### src/rtl/neq_cmp_stream_if.sv
// Handshake and data bundle for the neq_cmp_stream comparator stage.
// The master side produces operand pairs and consumes results; the slave side is the stage.
interface neq_cmp_stream_if #(
   parameter int unsigned WIDTH = 4,
   parameter int unsigned CNT_W = 8
);
   // Operand side
   logic             in_valid;
   logic             in_ready;
   logic [WIDTH-1:0] X;
   logic [WIDTH-1:0] Y;
   logic [2:0]       op;
   logic             is_signed;
   logic             clear;

   // Result side
   logic             out_valid;
   logic             out_ready;
   logic             result;
   logic             x_neq_y;

   // Debug / controller status
   logic [CNT_W-1:0] mismatch_cnt;
   logic             first_valid;
   logic [WIDTH-1:0] first_x;
   logic [WIDTH-1:0] first_y;

   modport master (
      output in_valid, X, Y, op, is_signed, clear, out_ready,
      input  in_ready, out_valid, result, x_neq_y,
             mismatch_cnt, first_valid, first_x, first_y
   );

   modport slave (
      input  in_valid, X, Y, op, is_signed, clear, out_ready,
      output in_ready, out_valid, result, x_neq_y,
             mismatch_cnt, first_valid, first_x, first_y
   );
endinterface

### src/rtl/neq_cmp_stream.sv
// Registered comparator stage: evaluates X op Y (signed or unsigned) behind a
// one-entry valid/ready output register, always reporting X != Y alongside.
// Also keeps a saturating mismatch counter and the first mismatching pair.
module neq_cmp_stream #(
   parameter int unsigned WIDTH = 4,
   parameter int unsigned CNT_W = 8
) (
   input  logic              clk,
   input  logic              rst_n,
   neq_cmp_stream_if.slave   bus
);

   typedef enum logic [2:0] {
      OP_EQ  = 3'd0,
      OP_NEQ = 3'd1,
      OP_LT  = 3'd2,
      OP_LE  = 3'd3,
      OP_GT  = 3'd4,
      OP_GE  = 3'd5
   } cmp_op_e;

   // Result register and status state
   logic             out_valid_q,   out_valid_d;
   logic             result_q,      result_d;
   logic             x_neq_y_q,     x_neq_y_d;
   logic [CNT_W-1:0] cnt_q,         cnt_d;
   logic             first_valid_q, first_valid_d;
   logic [WIDTH-1:0] first_x_q,     first_x_d;
   logic [WIDTH-1:0] first_y_q,     first_y_d;

   // Combinational helpers
   logic             in_ready;
   logic             accept;
   logic             rel_eq;
   logic             rel_lt;
   logic             rel_result;

   // The only combinational output path: out_ready -> in_ready
   assign in_ready = !out_valid_q || bus.out_ready;
   assign accept   = bus.in_valid && in_ready;

   // Evaluate the selected relation for the pair currently presented
   always_comb begin
      rel_eq     = (bus.X == bus.Y);
      rel_lt     = bus.is_signed ? ($signed(bus.X) < $signed(bus.Y))
                                 : (bus.X < bus.Y);
      rel_result = 1'b0;
      case (cmp_op_e'(bus.op))
         OP_EQ:   rel_result = rel_eq;
         OP_NEQ:  rel_result = !rel_eq;
         OP_LT:   rel_result = rel_lt;
         OP_LE:   rel_result = rel_lt || rel_eq;
         OP_GT:   rel_result = !rel_lt && !rel_eq;
         OP_GE:   rel_result = !rel_lt;
         default: rel_result = 1'b0;
      endcase
   end

   // Next-state for the output register, counter and first-mismatch capture
   always_comb begin
      out_valid_d   = out_valid_q;
      result_d      = result_q;
      x_neq_y_d     = x_neq_y_q;
      cnt_d         = cnt_q;
      first_valid_d = first_valid_q;
      first_x_d     = first_x_q;
      first_y_d     = first_y_q;

      if (accept) begin
         out_valid_d = 1'b1;
         result_d    = rel_result;
         x_neq_y_d   = !rel_eq;
      end else if (bus.out_ready) begin
         out_valid_d = 1'b0;
      end

      // clear takes priority over a coincident accepted mismatch
      if (bus.clear) begin
         cnt_d         = '0;
         first_valid_d = 1'b0;
         first_x_d     = '0;
         first_y_d     = '0;
      end else if (accept && !rel_eq) begin
         if (cnt_q != '1) begin
            cnt_d = cnt_q + CNT_W'(1);
         end
         if (!first_valid_q) begin
            first_valid_d = 1'b1;
            first_x_d     = bus.X;
            first_y_d     = bus.Y;
         end
      end
   end

   // State registers with asynchronous active-low reset
   always_ff @(posedge clk or negedge rst_n) begin
      if (!rst_n) begin
         out_valid_q   <= 1'b0;
         result_q      <= 1'b0;
         x_neq_y_q     <= 1'b0;
         cnt_q         <= '0;
         first_valid_q <= 1'b0;
         first_x_q     <= '0;
         first_y_q     <= '0;
      end else begin
         out_valid_q   <= out_valid_d;
         result_q      <= result_d;
         x_neq_y_q     <= x_neq_y_d;
         cnt_q         <= cnt_d;
         first_valid_q <= first_valid_d;
         first_x_q     <= first_x_d;
         first_y_q     <= first_y_d;
      end
   end

   assign bus.in_ready     = in_ready;
   assign bus.out_valid    = out_valid_q;
   assign bus.result       = result_q;
   assign bus.x_neq_y      = x_neq_y_q;
   assign bus.mismatch_cnt = cnt_q;
   assign bus.first_valid  = first_valid_q;
   assign bus.first_x      = first_x_q;
   assign bus.first_y      = first_y_q;

endmodule

### src/flat_wrapper.sv
// flat-port wrapper written by rule: the top's interface ports become plain ports
module neq_cmp_stream_flat 
#(
   parameter int unsigned WIDTH = 4,
   parameter int unsigned CNT_W = 8
)
  (clk, rst_n, bus_in_valid, bus_X, bus_Y, bus_op, bus_is_signed, bus_clear, bus_out_ready, bus_in_ready, bus_out_valid, bus_result, bus_x_neq_y, bus_mismatch_cnt, bus_first_valid, bus_first_x, bus_first_y);
  neq_cmp_stream_if #(.WIDTH(WIDTH), .CNT_W(CNT_W)) bus_i ();
  input  logic clk;
  input  logic rst_n;
  input wire logic [$bits(bus_i.in_valid)-1:0] bus_in_valid;
  input wire logic [$bits(bus_i.X)-1:0] bus_X;
  input wire logic [$bits(bus_i.Y)-1:0] bus_Y;
  input wire logic [$bits(bus_i.op)-1:0] bus_op;
  input wire logic [$bits(bus_i.is_signed)-1:0] bus_is_signed;
  input wire logic [$bits(bus_i.clear)-1:0] bus_clear;
  input wire logic [$bits(bus_i.out_ready)-1:0] bus_out_ready;
  output wire logic [$bits(bus_i.in_ready)-1:0] bus_in_ready;
  output wire logic [$bits(bus_i.out_valid)-1:0] bus_out_valid;
  output wire logic [$bits(bus_i.result)-1:0] bus_result;
  output wire logic [$bits(bus_i.x_neq_y)-1:0] bus_x_neq_y;
  output wire logic [$bits(bus_i.mismatch_cnt)-1:0] bus_mismatch_cnt;
  output wire logic [$bits(bus_i.first_valid)-1:0] bus_first_valid;
  output wire logic [$bits(bus_i.first_x)-1:0] bus_first_x;
  output wire logic [$bits(bus_i.first_y)-1:0] bus_first_y;
  assign bus_i.in_valid = bus_in_valid;
  assign bus_i.X = bus_X;
  assign bus_i.Y = bus_Y;
  assign bus_i.op = bus_op;
  assign bus_i.is_signed = bus_is_signed;
  assign bus_i.clear = bus_clear;
  assign bus_i.out_ready = bus_out_ready;
  assign bus_in_ready = bus_i.in_ready;
  assign bus_out_valid = bus_i.out_valid;
  assign bus_result = bus_i.result;
  assign bus_x_neq_y = bus_i.x_neq_y;
  assign bus_mismatch_cnt = bus_i.mismatch_cnt;
  assign bus_first_valid = bus_i.first_valid;
  assign bus_first_x = bus_i.first_x;
  assign bus_first_y = bus_i.first_y;
  neq_cmp_stream #(.WIDTH(WIDTH), .CNT_W(CNT_W)) u_core (.clk(clk), .rst_n(rst_n), .bus(bus_i));
endmodule
### config.mk
export PLATFORM = sky130hd
export DESIGN_NAME = neq_cmp_stream_flat
export DESIGN_NICKNAME = d
export VERILOG_FILES = /design/src/rtl/neq_cmp_stream_if.sv /design/src/rtl/neq_cmp_stream.sv /design/src/flat_wrapper.sv
export SDC_FILE = /design/constraint.sdc
export NUM_CORES = 1
export LEC_CHECK = 0
export BUFFER_PORTS_ARGS = -buffer_cell sky130_fd_sc_hd__buf_2
export CELL_PAD_IN_SITES_DETAIL_PLACEMENT = 0
export CELL_PAD_IN_SITES_GLOBAL_PLACEMENT = 1
export CORE_ASPECT_RATIO = 0.9
export CORE_MARGIN = 3
export CORE_UTILIZATION = 36
export DETAILED_ROUTE_END_ITERATION = 10
export MAX_ROUTING_LAYER = met4
export PLACE_DENSITY = 0.76
export SYNTH_ARGS = -nofsm -noshare
export SYNTH_HDL_FRONTEND = slang
export SYNTH_SLANG_ARGS = --single-unit
### constraint.sdc
create_clock -name clk -period 2.2 [get_ports clk]
set_clock_uncertainty 0.1 [all_clocks]
set_input_delay 0.11 -clock clk [delete_from_list [all_inputs] [get_ports clk]]
set_output_delay 0.11 -clock clk [all_outputs]
set_load 0.05 [all_outputs]
==> flow_metrics.py, run 1 <==
metrics = {
    "outcome": {
        "status": "finished clean",
    },
    "synthesis": {
        "postSynthAreaPerCell_um2": 9.91,
        "synth_top_flop_cell": "dfrtp_1",
        "synth_area_leaders": "dfrtp_1 46%, nor2_1 7.6%, ha_1 5.7%",
        "netlist_area_mm2": 0.00109,
        "synth_warnings": 0,
        "yosysTopAreaCell": "dfrtp_1",
        "syn_inst": 110,
        "async_flop_share": 1.00,
        "yosysUniqueCellTypes": 29,
        "synth_edf_count": 0,
        "yosysSeqAreaShare": 0.459,
        "ys_ff_latch": 20,
        "yosys.area.top_type_share": 0.459,
        "syn-num-nets": 132,
    },
    "power": {
        "p_leak_nw": 0.740,
        "irDropWorstVdd_uv": 409,
        "p_per_area_mw_per_mm2": 606,
    },
    "sta": {
        "drv_slew": 0,
        "worst_pin_slew_ns": 0.457,
        "final.min_clock_period_ns": 1.99,
        "clock.fmax_mhz": 502,
        "setup_viol_count_final": 0,
        "tns_ns": 0,
        "hold_viol": 0,
        "max_slew_margin": 0.695,
        "fin_crit_sh": 0.906,
        "hold_ws_ns": 0.0311,
        "rsz0062_at_grt": "no",
        "fin_ws_ns": 0.208,
    },
    "critical_path": {
        "critPathMaxStageDelay_ns": 0.53,
        "path_delay_family": "buffers and inverters",
        "end_kind": "flop",
        "worstSetupPathType": "input port to flop",
        "crit_required_ns": 2.29,
        "path_max_fanout": 4,
        "worst-r2r-setup-slack_ns": 0.41,
        "arrival_ns": 2.08,
        "path_cells": "dlygate4sd3_1 > buf_2 > ha_1 > mux2_4 > a311oi_1 > o31a_1 > o211ai_2",
        "cp-start-kind": "input port",
        "cpMaxStageDelayCell": "dlygate4sd3_1",
        "path_buf_inv": 2,
    },
    "floorplanning": {
        "dieWidth_um": 64.0,
        "initial_utilization": 0.387,
        "core.rowCount": 18,
        "core_area_mm2": 0.00282,
        "dieArea_mm2": 0.00372,
        "die_h_um": 58.2,
        "ios": 38,
    },
    "worst_hold_path": {
        "min_path_type": "input port to flop",
    },
    "layout": {
        "fin_nets": 177,
        "fillCellCount": 275,
        "drive_gt1_frac": 0.312,
        "final_cell_mix": "37 x buf_2, 22 x nor2_1, 20 x dfrtp_1",
        "final_common_cell": "buf_2",
        "area_growth_pct": 28.4,
        "diodes": 0,
        "finish.utilization": 0.497,
        "final-seq-area_um2": 500,
        "multiInputGateArea_um2": 529,
    },
    "grt": {
        "grt_pass1_wl_mm": 3.89,
        "grt_overflow": 0,
        "grt_pass1_vias": 872,
        "grt_antenna_before_repair": 0,
        "grt.total_usage": 0.134,
        "grt_max_degree": 21,
    },
    "routing": {
        "vias": 904,
        "drcViolationCount": 0,
        "via_per_inst": 4.66,
        "routed_wl_mm": 2.32,
        "ant_nets": 0,
        "routedWlPerCell_um": 12.0,
        "firstDrtPassIters": 4,
        "drt-initial-drc-count": 17,
    },
    "cts": {
        "cts_tree": "yes",
        "clock-sinks": 20,
        "cts-buffers-inserted": 3,
        "clk_path_buf_depth": 2,
        "post_cts_buffers": 0,
        "path_clk_slew_ns": 0.11,
        "clock_latency_ns": 0.30,
        "cts-root-buf": "clkbuf_4",
        "h-tree-depth": 1,
    },
    "placed_design": {
        "gp_congestion": 0.747,
        "port_buffers": 37,
        "hpwlAfterDp_mm": 1.77,
        "place_ws_ns": 0.408,
    },
    "run": {
        "max_cap_viol_count": 0,
    },
}
[through the flow]
stage / area (um^2) / instances / total power [mW]
after floorplan: 1090 / 110 / 0.576
after global placement: 1300 / 184 / 0.634
after detailed placement: 1300 / 184 / 0.636
after CTS: 1400 / 194 / 0.860
after global routing: 1400 / 194 / 0.894
final: 1400 / 194 / 0.847
[what timing repair did]
action                    CTS  global route
hold endpoints to repair   25             0
gates resized for setup     0             0
hold buffers                6             0
[metal layers]
metal	vias up	GRT usage	part of all wire
li1	460	-	-
met1	415	0.189	0.49
met2	27	0.196	0.45
met3	2	0.0368	0.061
met4	0	0.0185	0.0026
met5	-	-	0
[report_power, final]
part,internal (mW),switching [mW]
Sequential,0.388,0.0130
Combinational,0.0750,0.159
Clock,0.101,0.112
[tightest hold or removal path, stage by stage]
cell	delay (ns)
buf_2	0.08
nor2_1	0.03
o21ai_0	0.10
o211ai_2	0.08
[registers in the layout, indices dropped and copies added (netlist names)]
| signal | flops |
|---|---|
| u_core.bus.first_valid | 1 |
| u_core.bus.first_x | 4 |
| u_core.bus.first_y | 4 |
| u_core.bus.mismatch_cnt | 8 |
| u_core.bus.out_valid | 1 |
| u_core.bus.result | 1 |
| u_core.bus.x_neq_y | 1 |
[logic make-up (layout without fill, tap and decap cells)]
| kind of cell | after synthesis | count (layout) | share of synthesized area |
|---|---|---|---|
| AND/OR/NAND/NOR | 45 | 45 | 0.209 |
| flip-flops | 20 | 20 | 0.459 |
| AO/OA/AOI/OAI | 16 | 16 | 0.111 |
| buffers and inverters | 12 | 56 | 0.0551 |
| XOR/XNOR | 6 | 6 | 0.0482 |
| multiplexers | 6 | 6 | 0.0597 |
| adder cells (fa/ha/maj) | 5 | 5 | 0.0574 |
[area by class of cell]
type                            count  share of cell area
Sequential cell                    20               0.358
Timing Repair Buffer               44               0.181
Tap cell                           40              0.0358
Inverter                            8              0.0215
Clock buffer                        4              0.0259
Multi-Input combinational cell     78               0.378
[path summary, 6_finish.rpt]
kind                                                        start                                      to  cells after the start
setup / recovery                                         bus_X[3]           u_core.bus.result$_DFFE_PN0P_                      7
hold / removal                                          bus_op[1]           u_core.bus.result$_DFFE_PN0P_                      4
setup reg to reg           u_core.bus.mismatch_cnt[0]$_DFFE_PN0P_  u_core.bus.mismatch_cnt[3]$_DFFE_PN0P_                      5
hold reg to reg                    u_core.bus.x_neq_y$_DFFE_PN0P_          u_core.bus.x_neq_y$_DFFE_PN0P_                      2
max in group asynchronous                                   rst_n  u_core.bus.mismatch_cnt[0]$_DFFE_PN0P_                      2
min in group asynchronous                                   rst_n          u_core.bus.x_neq_y$_DFFE_PN0P_                      2
[synthesized netlist by cell type (2+ instances only)]
| master | number |
|---|---|
| mux2i_1 | 5 |
| ha_1 | 5 |
| o21ai_0 | 3 |
| nand2b_1 | 2 |
| or3_1 | 2 |
| xnor2_1 | 5 |
| buf_6 | 2 |
| nand2_1 | 6 |
| inv_1 | 8 |
| dfrtp_1 | 20 |
| nor2_1 | 22 |
| nand3_1 | 5 |
| a21oi_1 | 7 |
| nor3_1 | 3 |
(Power assumes the default switching activity.)
==> inputs of run 2 (changes only) <==
Settings changed: CORE_UTILIZATION 36 to 39, PLACE_DENSITY 0.76 to not set, PLACE_DENSITY_LB_ADDON set to 0.1.
Clock period 2.2 ns to 2.3 ns, I/O delays scaled along.
==> run 2 against run 1 <==
  * Critical path depth unchanged
  * Clock-buffer cell count stayed put
  * Register-to-register slack better by 0.10 ns
  * Combinational power down 4%
  * Clock power down 7%
  * Via count shrank 2.0%
  * Worst hold slack lost 0.0030 ns
  * Global-route usage grew 1.8 points
  * Total power down 5.0%
  * Critical endpoint unchanged
  * Largest cell class unchanged
  * Largest power group unchanged
==> flow_metrics.py, run 2 (same netlist as run 1, synthesis figures left out) <==
metrics = {
    "outcome": {
        "status": "finished clean",
    },
    "critical_path": {
        "path_buf_inv": 2,
        "path_max_fanout": 4,
        "path_cells": "dlygate4sd3_1 > buf_2 > ha_1 > mux2_4 > a311oi_1 > o31a_1 > o211ai_2",
        "cpMaxStageDelayCell": "dlygate4sd3_1",
        "cp-start-kind": "input port",
        "critPathMaxStageDelay_ns": 0.53,
        "crit_required_ns": 2.38,
        "end_kind": "flop",
        "path_delay_family": "buffers and inverters",
        "arrival_ns": 2.06,
        "worstSetupPathType": "input port to flop",
    },
    "grt": {
        "grt_pass1_vias": 842,
        "grt.total_usage": 0.152,
        "grt_max_degree": 21,
        "grt_pass1_wl_mm": 3.91,
        "grt_antenna_before_repair": 0,
        "grt_overflow": 0,
    },
    "layout": {
        "final_cell_mix": "37 x buf_2, 22 x nor2_1, 20 x dfrtp_1",
        "fin_nets": 176,
        "drive_gt1_frac": 0.314,
        "multiInputGateArea_um2": 529,
        "final_cells": 181,
        "diodes": 0,
        "finish.utilization": 0.538,
        "largest_register_ffs": 8,
        "area_growth_pct": 26.1,
        "fillCellCount": 247,
        "final_common_cell": "buf_2",
        "fin_area_mm2": 0.00137,
        "final-seq-area_um2": 500,
    },
    "sta": {
        "clock.fmax_mhz": 504,
        "rsz0062_at_grt": "no",
        "drv_slew": 0,
        "final.min_clock_period_ns": 1.99,
        "max_slew_margin": 0.699,
        "setup_viol_count_final": 0,
        "hold_ws_ns": 0.0281,
        "tns_ns": 0,
        "fin_crit_sh": 0.863,
        "worst_pin_slew_ns": 0.451,
        "hold_viol": 0,
        "fin_ws_ns": 0.314,
    },
    "cts": {
        "clk_path_buf_depth": 2,
        "ctsResizeCount": 0,
        "h-tree-depth": 1,
        "clock-sinks": 20,
        "path_clk_slew_ns": 0.10,
        "cts-root-buf": "clkbuf_4",
        "cts_tree": "yes",
        "cts-buffers-inserted": 3,
        "clock_latency_ns": 0.30,
    },
    "placed_design": {
        "port_buffers": 37,
        "place_ws_ns": 0.551,
        "placed_cells": 172,
        "hpwlAfterDp_mm": 1.75,
        "dpl-instance-area_mm2": 0.00129,
        "gp_congestion": 0.760,
    },
    "routing": {
        "via_per_inst": 4.90,
        "routed_wl_mm": 2.35,
        "drt-initial-drc-count": 24,
        "ant_nets": 0,
        "firstDrtPassIters": 4,
        "vias": 886,
        "routedWlPerCell_um": 13.0,
        "drcViolationCount": 0,
    },
    "floorplanning": {
        "ios": 38,
        "dieWidth_um": 61.7,
        "core_area_mm2": 0.00255,
        "dieArea_mm2": 0.00347,
        "die_h_um": 56.2,
        "core.rowCount": 17,
        "initial_utilization": 0.427,
    },
    "power": {
        "p_per_area_mw_per_mm2": 586,
        "irDropWorstVdd_uv": 364,
        "p_leak_nw": 0.736,
        "power_uw": 805,
    },
    "run": {
        "max_cap_viol_count": 0,
    },
    "worst_hold_path": {
        "min_path_type": "input port to flop",
    },
}
run 2: what timing repair did:
item | 4_1_cts | 5_1_grt
hold buffers | 5 | 0
setup buffers | 0 | 0
endpoints found under the hold margin | 24 | 0
run 2: final cells by class:
class / instances / share of cell area
tap: 28 / 0.0255
timing repair buffer: 43 / 0.177
inverter: 8 / 0.0219
multi-input combinational: 78 / 0.385
clock buffer: 4 / 0.0264
sequential: 20 / 0.364
run 2: where the power goes:
group	internal, mW	switching (mW)	leakage [nW]
Combinational	0.0707	0.153	0.448
Clock	0.0965	0.102	0.0210
Sequential	0.371	0.0116	0.267
run 2: routing by layer:
layer / GRT usage / wire length (um) / vias up
met1: 0.220 / 1220 / 397
met3: 0.0418 / 115 / 2
met4: 0.0364 / 20 / 0
met2: 0.208 / 991 / 25
met5: - / 0 / -
li1: - / - / 462
run 2: worst paths after layout:
kind | start | slack [ns] | cells past startpoint | endpoint
max in group asynchronous | rst_n | 1.60 | 2 | u_core.bus.first_y[1]$_DFFE_PN0P_
min | bus_in_valid | 0.03 | 2 | u_core.bus.out_valid$_DFFE_PN0P_
max reg2reg | u_core.bus.mismatch_cnt[0]$_DFFE_PN0P_ | 0.51 | 5 | u_core.bus.mismatch_cnt[4]$_DFFE_PN0P_
min in group asynchronous | rst_n | 0.18 | 2 | u_core.bus.first_x[3]$_DFFE_PN0P_
max | bus_X[3] | 0.31 | 7 | u_core.bus.result$_DFFE_PN0P_
min reg2reg | u_core.bus.x_neq_y$_DFFE_PN0P_ | 0.38 | 2 | u_core.bus.x_neq_y$_DFFE_PN0P_
